`src/rtl/uart_tx_cfg.sv`:
```
// Parametrised UART transmitter: configurable data/parity/stop bits, run-time
// bit period, valid/ready input with gapless back-to-back frames.
module uart_tx_cfg #(
    parameter int CLOCK_FREQUENCY = 200_000_000,
    parameter int BAUD_RATE       = 115200,
    parameter int DATA_BITS       = 8,
    parameter int PARITY          = 0,
    parameter int STOP_BITS       = 1,
    parameter int DIV_WIDTH       = 16
) (
    input  logic                 i_clk,
    input  logic                 i_rst,
    input  logic [DIV_WIDTH-1:0] i_div,
    input  logic                 i_tx_valid,
    output logic                 o_tx_ready,
    input  logic [DATA_BITS-1:0] i_tx_data,
    output logic                 o_uart_tx,
    output logic                 o_uart_busy,
    output logic                 o_frame_done
);
    localparam int DEFAULT_DIV = CLOCK_FREQUENCY / BAUD_RATE;
    localparam int IDXW        = $clog2(DATA_BITS + 1);

    if (DATA_BITS < 5 || DATA_BITS > 9) begin : g_bad_data_bits
        $error("uart_tx_cfg: DATA_BITS must be 5..9");
    end
    if (STOP_BITS < 1 || STOP_BITS > 3) begin : g_bad_stop_bits
        $error("uart_tx_cfg: STOP_BITS must be 1..3");
    end
    if (PARITY < 0 || PARITY > 2) begin : g_bad_parity
        $error("uart_tx_cfg: PARITY must be 0, 1 or 2");
    end
    if (DEFAULT_DIV >= (1 << DIV_WIDTH)) begin : g_bad_div
        $error("uart_tx_cfg: DEFAULT_DIV does not fit in DIV_WIDTH");
    end

    typedef enum logic [2:0] {S_IDLE, S_START, S_DATA, S_PARITY, S_STOP} state_t;

    state_t                 state_q, state_d;
    logic [DIV_WIDTH-1:0]   cnt_q, cnt_d;
    logic [IDXW-1:0]        bit_q, bit_d;
    logic [1:0]             stop_q, stop_d;
    logic [DATA_BITS-1:0]   data_q, data_d;
    logic                   par_q, par_d;
    logic [DIV_WIDTH-1:0]   div_q, div_d;
    logic                   tx_q, tx_d;
    logic                   busy_q, last_q, done_q;

    logic                   bit_end, stop_last, accept;
    logic [DIV_WIDTH-1:0]   eff_div;
    logic                   par_in;

    assign bit_end   = (cnt_q == div_q - DIV_WIDTH'(1));
    assign stop_last = (state_q == S_STOP) && bit_end && (stop_q == 2'(STOP_BITS - 1));
    assign accept    = i_tx_valid && o_tx_ready;
    assign eff_div   = (i_div <= DIV_WIDTH'(1)) ? DIV_WIDTH'(DEFAULT_DIV) : i_div;
    assign par_in    = (PARITY == 1) ? ~^i_tx_data : ^i_tx_data;

    always_ff @(posedge i_clk or posedge i_rst) begin
        if (i_rst) begin
            state_q <= S_IDLE;
            cnt_q   <= '0;
            bit_q   <= '0;
            stop_q  <= '0;
            data_q  <= '0;
            par_q   <= 1'b0;
            div_q   <= DIV_WIDTH'(DEFAULT_DIV);
            tx_q    <= 1'b1;
            busy_q  <= 1'b0;
            last_q  <= 1'b0;
            done_q  <= 1'b0;
        end else begin
            state_q <= state_d;
            cnt_q   <= cnt_d;
            bit_q   <= bit_d;
            stop_q  <= stop_d;
            data_q  <= data_d;
            par_q   <= par_d;
            div_q   <= div_d;
            tx_q    <= tx_d;
            // Line, busy and done all trail the state by one clock.
            busy_q  <= (state_q != S_IDLE);
            last_q  <= stop_last;
            done_q  <= last_q;
        end
    end

    always_comb begin
        state_d = state_q;
        cnt_d   = cnt_q;
        bit_d   = bit_q;
        stop_d  = stop_q;
        data_d  = data_q;
        par_d   = par_q;
        div_d   = div_q;
        case (state_q)
            S_IDLE: ;
            S_START: begin
                if (bit_end) begin
                    cnt_d   = '0;
                    bit_d   = '0;
                    state_d = S_DATA;
                end else cnt_d = cnt_q + DIV_WIDTH'(1);
            end
            S_DATA: begin
                if (bit_end) begin
                    cnt_d  = '0;
                    data_d = data_q >> 1;
                    if (bit_q == IDXW'(DATA_BITS - 1)) begin
                        stop_d  = '0;
                        state_d = (PARITY != 0) ? S_PARITY : S_STOP;
                    end else bit_d = bit_q + IDXW'(1);
                end else cnt_d = cnt_q + DIV_WIDTH'(1);
            end
            S_PARITY: begin
                if (bit_end) begin
                    cnt_d   = '0;
                    stop_d  = '0;
                    state_d = S_STOP;
                end else cnt_d = cnt_q + DIV_WIDTH'(1);
            end
            S_STOP: begin
                if (bit_end) begin
                    cnt_d = '0;
                    if (stop_q == 2'(STOP_BITS - 1)) state_d = S_IDLE;
                    else stop_d = stop_q + 2'd1;
                end else cnt_d = cnt_q + DIV_WIDTH'(1);
            end
            default: state_d = S_IDLE;
        endcase
        // Accept only happens in IDLE or the final stop cycle; both lead to START.
        if (accept) begin
            data_d  = i_tx_data;
            par_d   = par_in;
            div_d   = eff_div;
            cnt_d   = '0;
            state_d = S_START;
        end
    end

    always_comb begin
        tx_d       = 1'b1;
        o_tx_ready = (state_q == S_IDLE) || stop_last;
        case (state_q)
            S_START:  tx_d = 1'b0;
            S_DATA:   tx_d = data_q[0];
            S_PARITY: tx_d = par_q;
            default:  tx_d = 1'b1;
        endcase
    end

    assign o_uart_tx    = tx_q;
    assign o_uart_busy  = busy_q;
    assign o_frame_done = done_q;
endmodule
```
`config.mk`:
```
export PLATFORM = sky130hd
export DESIGN_NAME = uart_tx_cfg
export DESIGN_NICKNAME = d
export VERILOG_FILES = /design/src/rtl/uart_tx_cfg.sv
export SDC_FILE = /design/constraint.sdc
export NUM_CORES = 1
export LEC_CHECK = 0
export CAP_MARGIN = 10
export CORE_ASPECT_RATIO = 0.75
export CORE_MARGIN = 2
export CORE_UTILIZATION = 52
export CTS_CLUSTER_DIAMETER = 120
export DETAILED_ROUTE_END_ITERATION = 6
export HOLD_SLACK_MARGIN = 0.08
export PLACE_DENSITY = 0.86
export SLEW_MARGIN = 20
export SYNTH_ARGS = -nofsm -noshare
export SYNTH_HDL_FRONTEND = slang
export SYNTH_SLANG_ARGS = --single-unit
```
`constraint.sdc`:
```
create_clock -name i_clk -period 3.2 [get_ports i_clk]
set_clock_uncertainty 0.15 [all_clocks]
set_input_delay 0.64 -clock i_clk [delete_from_list [all_inputs] [get_ports i_clk]]
set_output_delay 0.64 -clock i_clk [all_outputs]
set_load 0.01 [all_outputs]
```
==> impl_metrics.json <==
{
  "yosysTopAreaCellShare": 0.346,
  "p_per_area_nw_per_um2": 276,
  "coreArea_um2": 6380,
  "crit_arrival_ps": 2580,
  "leakage_nw": 1.96,
  "synth_top_area_cell": "dfrtp_1",
  "path_clk_slew_ps": 100,
  "grt.total_usage": 0.252,
  "slew_viol_final": 0,
  "synth-edff-count": 0,
  "fin_cells": 517,
  "worstSetupPathType": "reg2out",
  "final_core_util": 0.695,
  "dp_cells": 504,
  "syn_nets": 397,
  "drive_gt1_frac": 0.252,
  "vias": 3096,
  "cts_sinks": 54,
  "setup_viol": 1,
  "area_growth_pct": 27.8,
  "ys_seq_area_frac": 0.392,
  "finalHoldWorstSlack_ps": 212,
  "post-route-cell-area_um2": 4430,
  "slew_headroom": 0.617,
  "cts_buffer_depth": 2,
  "crit_path_end_kind": "output port",
  "drt-initial-drc-count": 240,
  "start_kind": "register",
  "finalWirelength_um": 9060,
  "fin_crit_sh": 1.05,
  "port_buffers": 30,
  "nNetsFinal": 466,
  "die_h_um": 74.7,
  "worstSkewPairLatency_ps": 310,
  "syn_area_um2": 3470,
  "period_minus_slack_ps": 3370,
  "grt_first_pass_wirelength_um": 14500,
  "synth-async-reset-ratio": 1.00,
  "ant_nets": 0,
  "cts_hold_buf": 0,
  "syn_inst": 366,
  "initial_core_util": 0.544,
  "max_freq_mhz": 297,
  "synthTopCellsByArea": "dfrtp_1 35%, xnor2_1 5.3%, dfstp_2 4.5%",
  "hold_viol": 0,
  "wl_per_cell_um": 17.5,
  "diodes": 0,
  "synthFlopType": "dfrtp_1",
  "synth.avg_cell_area_um2": 9.48,
  "firstDrtPassIters": 4,
  "violations": "negative setup slack",
  "tightest_slew_ps": 574,
  "drc": 0,
  "hp-class": "reg2reg",
  "antenna_found_initial": 0,
  "synth_seq_cells": 54,
  "ios": 31,
  "die_area_um2": 7350,
  "gp_congestion": 0.929,
  "status": "finished, violations left",
  "rsz0062_at_grt": "yes",
  "cap_violations": 0,
  "place_area_um2": 4150,
  "cts_buffers": 5,
  "yosysUniqueCellTypes": 66,
  "yosys_warnings": 0,
  "viasPerCell": 5.99,
  "preCtsSetupSlack_ps": -361,
  "worstPathRequired_ps": 2410,
  "nFillCells": 495,
  "root_buffer": "clkbuf_8",
  "htree_levels": 2,
  "irDropWorstVdd_uv": 178,
  "die_w_um": 98.3,
  "grt_start_max_net_pins": 31,
  "setup_ws_ps": -165,
  "grt_pass1_vias": 2904,
  "hpwl_um": 6960,
  "cts_tree": "built",
  "overflow": 0,
  "rows": 25,
  "crit_fanout": 7
}
==> per-layer routing <==
metal / track usage / part of all wire / up-vias
met4: 0.0518 / 0.0058 / 0
met2: 0.396 / 0.44 / 112
met3: 0.0344 / 0.056 / 6
li1: - / - / 1471
met5: 0 / 0 / -
met1: 0.378 / 0.50 / 1507
==> timing repair <==
item / 4_1_cts / 5_1_grt
hold endpoints to repair: 0 / 0
setup endpoints to repair: 16 / 32
cloned: 0 / 0
gates resized for setup: 16 / 11
pin swaps: 5 / 0
setup buffers: 1 / 4
==> per-stage QoR <==
stage / power [mW] / TNS, ps
after floorplan: 0.723 / 0
after CTS: 1.23 / -110
after detailed placement: 0.771 / -389
final: 1.23 / -165
after global placement: 0.769 / -273
after global routing: 1.27 / -317
==> power by group <==
part,switching [mW],internal (mW)
logic,0.0327,0.0419
registers,0,0.682
clock network,0.236,0.233
total,0.268,0.957
==> worst max-delay path, cell delays in order, from the launching register on <==
cell       delay (ps)
dfrtp_1           400
buf_6             140
nor4_4            360
nand4_1           240
xnor2_2           250
o2111ai_2         190
nor4_4            250
a31oi_4           140
nor3_2            130
buf_2             160
==> cell usage after synthesis, types with 4 or more instances <==
cell / count
nor4_1: 9
nand4_1: 5
nor2_1: 25
o21ai_0: 21
a221o_1: 7
nor3_1: 16
mux2i_1: 9
o31ai_1: 4
mux2_1: 5
nand2_1: 29
o31a_1: 4
o21bai_1: 4
mux2_2: 7
xor2_1: 9
nand3_1: 17
a21oi_1: 6
ha_1: 4
clkbuf_1: 10
inv_1: 16
dfstp_2: 6
buf_6: 4
and3_1: 10
dfrtp_1: 48
xnor2_1: 21
==> final cells by class <==
type / instances / area [um^2] / share of cell area
multi-input combinational: 276 / 2070 / 0.467
clock buffer: 5 / 68.8 / 0.0155
tap: 81 / 101 / 0.0229
timing repair buffer: 82 / 731 / 0.165
clock inverter: 3 / 45.0 / 0.0102
inverter: 16 / 60.1 / 0.0135
sequential: 54 / 1360 / 0.306
==> cell families after synthesis <==
| group | count (synthesis) | share of synthesized area |
|---|---|---|
| flops | 54 | 0.392 |
| compound gates | 76 | 0.157 |
| fa+ha+maj | 4 | 0.0144 |
| simple gates | 144 | 0.239 |
| buf+inv | 36 | 0.0508 |
| mux | 21 | 0.0649 |
| xor+xnor | 31 | 0.0822 |
==> worst paths after layout <==
kind                               start  depth (start not counted)      endpoint  slack (ps)
min in group asynchronous          i_rst                          2     data_q[2]         550
worst max register to register  div_q[0]                         11      div_q[4]         140
worst min-delay path              last_q                          0  o_frame_done         210
worst min register to register    last_q                          0  o_frame_done         210
max in group asynchronous          i_rst                          3     o_uart_tx        1730
worst max-delay path            div_q[0]                          9    o_tx_ready        -170
==> sequential cells by signal, summed over array words and instances (netlist names) <==
signal / flops
cnt_q: 16
div_q: 16
data_q: 8
bit_q: 4
state_q: 3
stop_q: 2
last_q: 1
o_frame_done: 1
o_uart_busy: 1
o_uart_tx: 1
par_q: 1
==> cells in the final DEF, fill, tap and decap left out, types with 9 or more instances in the layout <==
cell type        count
dfrtp_1             48
buf_4               47
nand2_1             29
clkdlybuf4s50_1     29
nor2_1              25
o21ai_0             21
xnor2_1             19
nand3_1             15
inv_1               15
nor3_1              14
and3_1              10
mux2i_1              9
nor4_1               9
Note: power is estimated with default switching activity, not from simulation.
